[src/rtl/sum90_pkg.sv]
// sum90_pkg: window geometry, summation latency and controller state encoding for the sum90 pipeline.
// Shared by the sequencing controller and its centre-coordinate pipe.
package sum90_pkg;

    localparam int WIN_H  = 7;
    localparam int WIN_W  = 13;
    localparam int LAT    = 4;
    localparam int HALF_W = (WIN_W - 1) / 2;
    localparam int HALF_H = (WIN_H - 1) / 2;

    typedef enum logic [1:0] {
        IDLE  = 2'd0,
        FILL  = 2'd1,
        RUN   = 2'd2,
        FLUSH = 2'd3
    } state_t;

endpackage

[src/rtl/sum90_valid_pipe.sv]
// sum90_valid_pipe: DEPTH-stage shift register carrying {valid, cen_x, cen_y} alongside the window sum.
// Latency DEPTH cycles, free-running with no backpressure; flush empties every stage on the next edge.
module sum90_valid_pipe
    import sum90_pkg::*;
#(
    parameter int CW    = 12,
    parameter int DEPTH = LAT
) (
    input  logic          clk,
    input  logic          arst_n,
    input  logic          flush,
    input  logic          in_vld,
    input  logic [CW-1:0] in_x,
    input  logic [CW-1:0] in_y,
    output logic          out_vld,
    output logic [CW-1:0] out_x,
    output logic [CW-1:0] out_y
);

    logic [DEPTH-1:0] vld_q;
    logic [CW-1:0]    x_q [DEPTH];
    logic [CW-1:0]    y_q [DEPTH];

    always_ff @(posedge clk or negedge arst_n) begin
        if (!arst_n) begin
            vld_q <= '0;
            for (int i = 0; i < DEPTH; i++) begin
                x_q[i] <= '0;
                y_q[i] <= '0;
            end
        end else if (flush) begin
            vld_q <= '0;
            for (int i = 0; i < DEPTH; i++) begin
                x_q[i] <= '0;
                y_q[i] <= '0;
            end
        end else begin
            vld_q  <= {vld_q[DEPTH-2:0], in_vld};
            x_q[0] <= in_x;
            y_q[0] <= in_y;
            for (int i = 1; i < DEPTH; i++) begin
                x_q[i] <= x_q[i-1];
                y_q[i] <= y_q[i-1];
            end
        end
    end

    assign out_vld = vld_q[DEPTH-1];
    assign out_x   = x_q[DEPTH-1];
    assign out_y   = y_q[DEPTH-1];

endmodule

[src/rtl/sum90_ctrl.sv]
// sum90_ctrl: raster position tracking and 7x13 window-sum sequencing; enable is same-cycle, results follow 4 cycles later.
// No backpressure: a pixel is accepted in every cycle pix_valid is high; frame_start aborts any frame in progress.
module sum90_ctrl
    import sum90_pkg::*;
#(
    parameter int DW_PART = 9,
    parameter int CW      = 12
) (
    input  logic                 clk,
    input  logic                 rst,
    input  logic [CW-1:0]        cfg_width,
    input  logic [CW-1:0]        cfg_height,
    input  logic                 frame_start,
    input  logic                 pix_valid,
    output logic                 sum90_en,
    input  logic [DW_PART+6:0]   sum90_in,
    output logic                 sum_valid,
    output logic [DW_PART+6:0]   sum_out,
    output logic [CW-1:0]        cen_x,
    output logic [CW-1:0]        cen_y,
    output logic                 frame_done,
    output logic                 busy,
    output logic                 err_unexp
);

    localparam int FCW = $clog2(LAT);

    state_t         state;
    logic [CW-1:0]  col;
    logic [CW-1:0]  row;
    logic [CW-1:0]  w_q;
    logic [CW-1:0]  h_q;
    logic [FCW-1:0] fcnt;
    logic           last_col;
    logic           last_row;
    logic [CW-1:0]  en_x;
    logic [CW-1:0]  en_y;
    logic           rst_n;

    assign rst_n    = ~rst;
    assign last_col = (col == w_q - CW'(1));
    assign last_row = (row == h_q - CW'(1));
    assign busy     = (state != IDLE);
    assign sum_out  = sum90_in;

    // RUN is only reachable once WIN_H-1 rows are buffered, so the column test completes the window check.
    assign sum90_en = (state == RUN) && pix_valid && (col >= CW'(WIN_W - 1));
    assign en_x     = sum90_en ? col - CW'(HALF_W) : '0;
    assign en_y     = sum90_en ? row - CW'(HALF_H) : '0;

    always_ff @(posedge clk or posedge rst) begin
        if (rst) begin
            state      <= IDLE;
            col        <= '0;
            row        <= '0;
            w_q        <= '0;
            h_q        <= '0;
            fcnt       <= '0;
            frame_done <= 1'b0;
            err_unexp  <= 1'b0;
        end else begin
            frame_done <= 1'b0;
            err_unexp  <= 1'b0;
            if (frame_start) begin
                w_q       <= cfg_width;
                h_q       <= cfg_height;
                col       <= '0;
                row       <= '0;
                fcnt      <= '0;
                state     <= FILL;
                err_unexp <= pix_valid && (state == IDLE || state == FLUSH);
            end else begin
                case (state)
                    IDLE: begin
                        err_unexp <= pix_valid;
                    end
                    FILL, RUN: begin
                        if (pix_valid) begin
                            if (last_col) begin
                                col <= '0;
                                if (last_row) begin
                                    row   <= '0;
                                    fcnt  <= '0;
                                    state <= FLUSH;
                                end else begin
                                    row <= row + CW'(1);
                                    if (state == FILL && row == CW'(WIN_H - 2))
                                        state <= RUN;
                                end
                            end else begin
                                col <= col + CW'(1);
                            end
                        end
                    end
                    FLUSH: begin
                        err_unexp <= pix_valid;
                        fcnt      <= fcnt + FCW'(1);
                        // Registered pulse lands in the final flush cycle, aligned with the last result.
                        if (fcnt == FCW'(LAT - 2))
                            frame_done <= 1'b1;
                        if (fcnt == FCW'(LAT - 1))
                            state <= IDLE;
                    end
                    default: state <= IDLE;
                endcase
            end
        end
    end

    sum90_valid_pipe #(
        .CW    (CW),
        .DEPTH (LAT)
    ) u_valid_pipe (
        .clk     (clk),
        .arst_n  (rst_n),
        .flush   (frame_start && busy),
        .in_vld  (sum90_en),
        .in_x    (en_x),
        .in_y    (en_y),
        .out_vld (sum_valid),
        .out_x   (cen_x),
        .out_y   (cen_y)
    );

endmodule

[config.mk]
export PLATFORM = sky130hd
export DESIGN_NAME = sum90_ctrl
export DESIGN_NICKNAME = d
export VERILOG_FILES = /design/src/rtl/sum90_pkg.sv /design/src/rtl/sum90_valid_pipe.sv /design/src/rtl/sum90_ctrl.sv
export SDC_FILE = /design/constraint.sdc
export NUM_CORES = 1
export LEC_CHECK = 0
export CORE_MARGIN = 3
export CORE_UTILIZATION = 40
export DETAILED_ROUTE_END_ITERATION = 7
export GPL_TIMING_DRIVEN = 0
export HOLD_SLACK_MARGIN = 0.12
export SYNTH_ARGS = -nofsm -noshare
export SYNTH_HDL_FRONTEND = slang
export SYNTH_SLANG_ARGS = --single-unit
[constraint.sdc]
create_clock -name clk -period 6.42 [get_ports clk]
set_clock_uncertainty 0.1 [all_clocks]
set_input_delay 1.284 -clock clk [delete_from_list [all_inputs] [get_ports clk]]
set_output_delay 1.284 -clock clk [all_outputs]
set_load 0.02 [all_outputs]
==> reports/results.ini <==
[sta]
slew_viol_final = 0
setup-violations-final = 0
finalCritPeriodShare_pct = 66.83
tightestPinTransition_ns = 0.8903
min_period_ns = 4.291
relSlewSlack_pct = 40.10
rsz0062_at_grt = false
hold_viol = 0
clock.fmax_mhz = 233.1

[critical_path]
crit_type = primary input to output pin
cp-end-kind = output pin
rr_worst_depth = 9
max_stage_delay_ns = 0.68
crit_path_frequent_cell = clkdlybuf4s50_1
crit_chain = clkdlybuf4s50_1, nand2_1, a21oi_1, clkdlybuf4s50_1
cp-start-kind = primary input
crit_arrival_ns = 2.91
crit_slowest_cell = clkdlybuf4s50_1
critical_path.max_fanout = 4
rrSetupSlack_ns = 2.87
crit_required_ns = 5.04

[route]
ant_nets = 0
num_vias = 5284
via_per_inst = 5.110
drtIter0Drc = 267
first_pass_iters = 5
wirelength_um = 14880
drc_errors = 0
wl_per_cell_um = 14.39

[clock_tree]
cts_tree = done
hold_buffers = 0
cts_buffers = 17
cts_resized = 0
path_clk_slew_ns = 0.06
cts.htree.levels = 4
clk_latency_ns = 0.42
postCtsSetupBuffers = 0
root_buffer = clkbuf_16
clk_path_buf_depth = 2
cts.sinks = 154

[global_route]
first_global_vias = 5345
grt_overflow = 0
grt_first_pass_wirelength_um = 25190
track_usage_pct = 15.46
grt_max_degree = 98
grt_antenna_before_repair = 0

[floorplanning]
die-area_sq_um = 20240
die_h_um = 142.3
initial_core_util_pct = 41.07
die_w_um = 142.3
rows = 49
ios = 89
core_sq_um = 18090

[logic_synthesis]
syn-cell-area_sq_um = 7428
yosysTopAreaCellShare_pct = 51.88
synthFlopType = dfrtp_1
synth.top_cells.by_count = dfrtp_1 (154), and2_1 (76), nor2_1 (54)
ys_seq_area_share_pct = 51.88
yosys_warnings = 0
yosysUniqueCellTypes = 70
netlist_top_cells_area = dfrtp_1 (52%), and2_1 (6.4%), buf_4 (4.0%)
syn-num-nets = 757
syn_inst = 700
syn_area_per_cell_sq_um = 10.61
synth-edff-count = 0
ys_ff_latch = 154
yosysMostFrequentCell = dfrtp_1
yosys.area.top_type = dfrtp_1
async_flop_share_pct = 100.0

[pwr]
finalPower_mw = 2.167
p_leak_nw = 4.277
peakVddDrop_mv = 0.1905
p_per_area_nw_per_um2 = 240.7

[finish]
post_layout_nonfiller_instances = 1034
syn2layout_area_growth_pct = 21.24
utilization_pct = 49.80
drive_gt1_share_pct = 13.91
design_area_sq_um = 9006
layout.nets = 849
n_antenna_cell = 0

[job]
drv_cap = 0

[hold_path]
whs_path_depth = 1
hold_path.class = register to register

[placement]
placed_cells = 1002
portBuffers = 72
gp_congestion = 0.9016
dp_hpwl_um = 10840
dpl-instance-area_sq_um = 8468

[outcome]
outcome = complete, no violations

[area by class of cell]
class                      count  area, sq um
fill                        1614         9080
tap                          229        286.5
clock buffer                  18        429.2
sequential                   154         3854
multi-input combinational    446         3037
inverter                      20        80.08
clock inverter                14        108.9
timing repair buffer          73        748.2
buffer                        80        462.9
[critical path, delay by kind of cell]
family          cells  cell delay, ns
compound gates      1            0.32
buf+inv             2            1.22
simple gates        1            0.07
[cells by family after synthesis]
| family | count (synthesis) | synth area share (%) |
|---|---|---|
| AO/OA/AOI/OAI | 103 | 9.752 |
| buffers and inverters | 100 | 7.243 |
| multiplexers | 25 | 3.824 |
| XOR/XNOR | 41 | 4.935 |
| adder cells (fa/ha/maj) | 13 | 2.190 |
| AND/OR/NAND/NOR | 264 | 20.18 |
| flip-flops | 154 | 51.88 |
[cell usage in the layout, fill, tap and decap left out, drive strengths merged, types with 18 or more instances in the layout]
cell type        n
buf             48
clkbuf          51
nor2            54
a31oi           18
mux2            21
clkdlybuf4s50   72
nand2           30
inv             28
and2            76
xnor2           25
dfrtp          154
and3            18
[final timing paths]
path / endpoint / from
setup / recovery: sum90_en / pix_valid
hold / removal: u_valid_pipe.x_q[24]$_DFF_PP0_ / u_valid_pipe.x_q[36]$_DFF_PP0_
setup reg to reg: col[8]$_DFFE_PP0P_ / w_q[3]$_DFFE_PP0P_
hold reg to reg: u_valid_pipe.x_q[24]$_DFF_PP0_ / u_valid_pipe.x_q[36]$_DFF_PP0_
max in group asynchronous: w_q[0]$_DFFE_PP0P_ / rst
min in group asynchronous: u_valid_pipe.out_y[4]$_DFF_PP0_ / rst
[registers in the layout, indices dropped and copies added (netlist names)]
signal	count
frame_done	1
h_q	12
err_unexp	1
u_valid_pipe.out_y	12
w_q	12
col	12
u_valid_pipe.y_q	36
u_valid_pipe.out_x	12
state	2
fcnt	2
u_valid_pipe.x_q	36
u_valid_pipe.vld_q	4
row	12
[per-stage QoR]
| stage | hold slack [ns] | setup slack [ns] | setup TNS, ns |
|---|---|---|---|
| after floorplan | 0.3277 | 0.8862 | 0 |
| after global placement | 0.3298 | -0.8792 | -133.26 |
| after detailed placement | 0.3346 | 2.113 | 0 |
| after CTS | 0.3441 | 2.109 | 0 |
| after global routing | 0.3572 | 2.055 | 0 |
| final | 0.3410 | 2.129 | 0 |
[where the power goes]
group          total [mW]  internal, mW  switching (mW)
combinational       0.234         0.104           0.130
clock               0.916         0.503           0.412
sequential           1.02         0.989          0.0290
[metal layers]
layer,up-vias,part of all wire [%],GRT usage [%]
li1,2541,-,-
met1,2529,44,18.69
met2,191,48,26.11
met3,23,6.0,4.402
met4,0,2.1,6.162
met5,-,0,0
No activity file was read; power rests on OpenSTA's default activity.
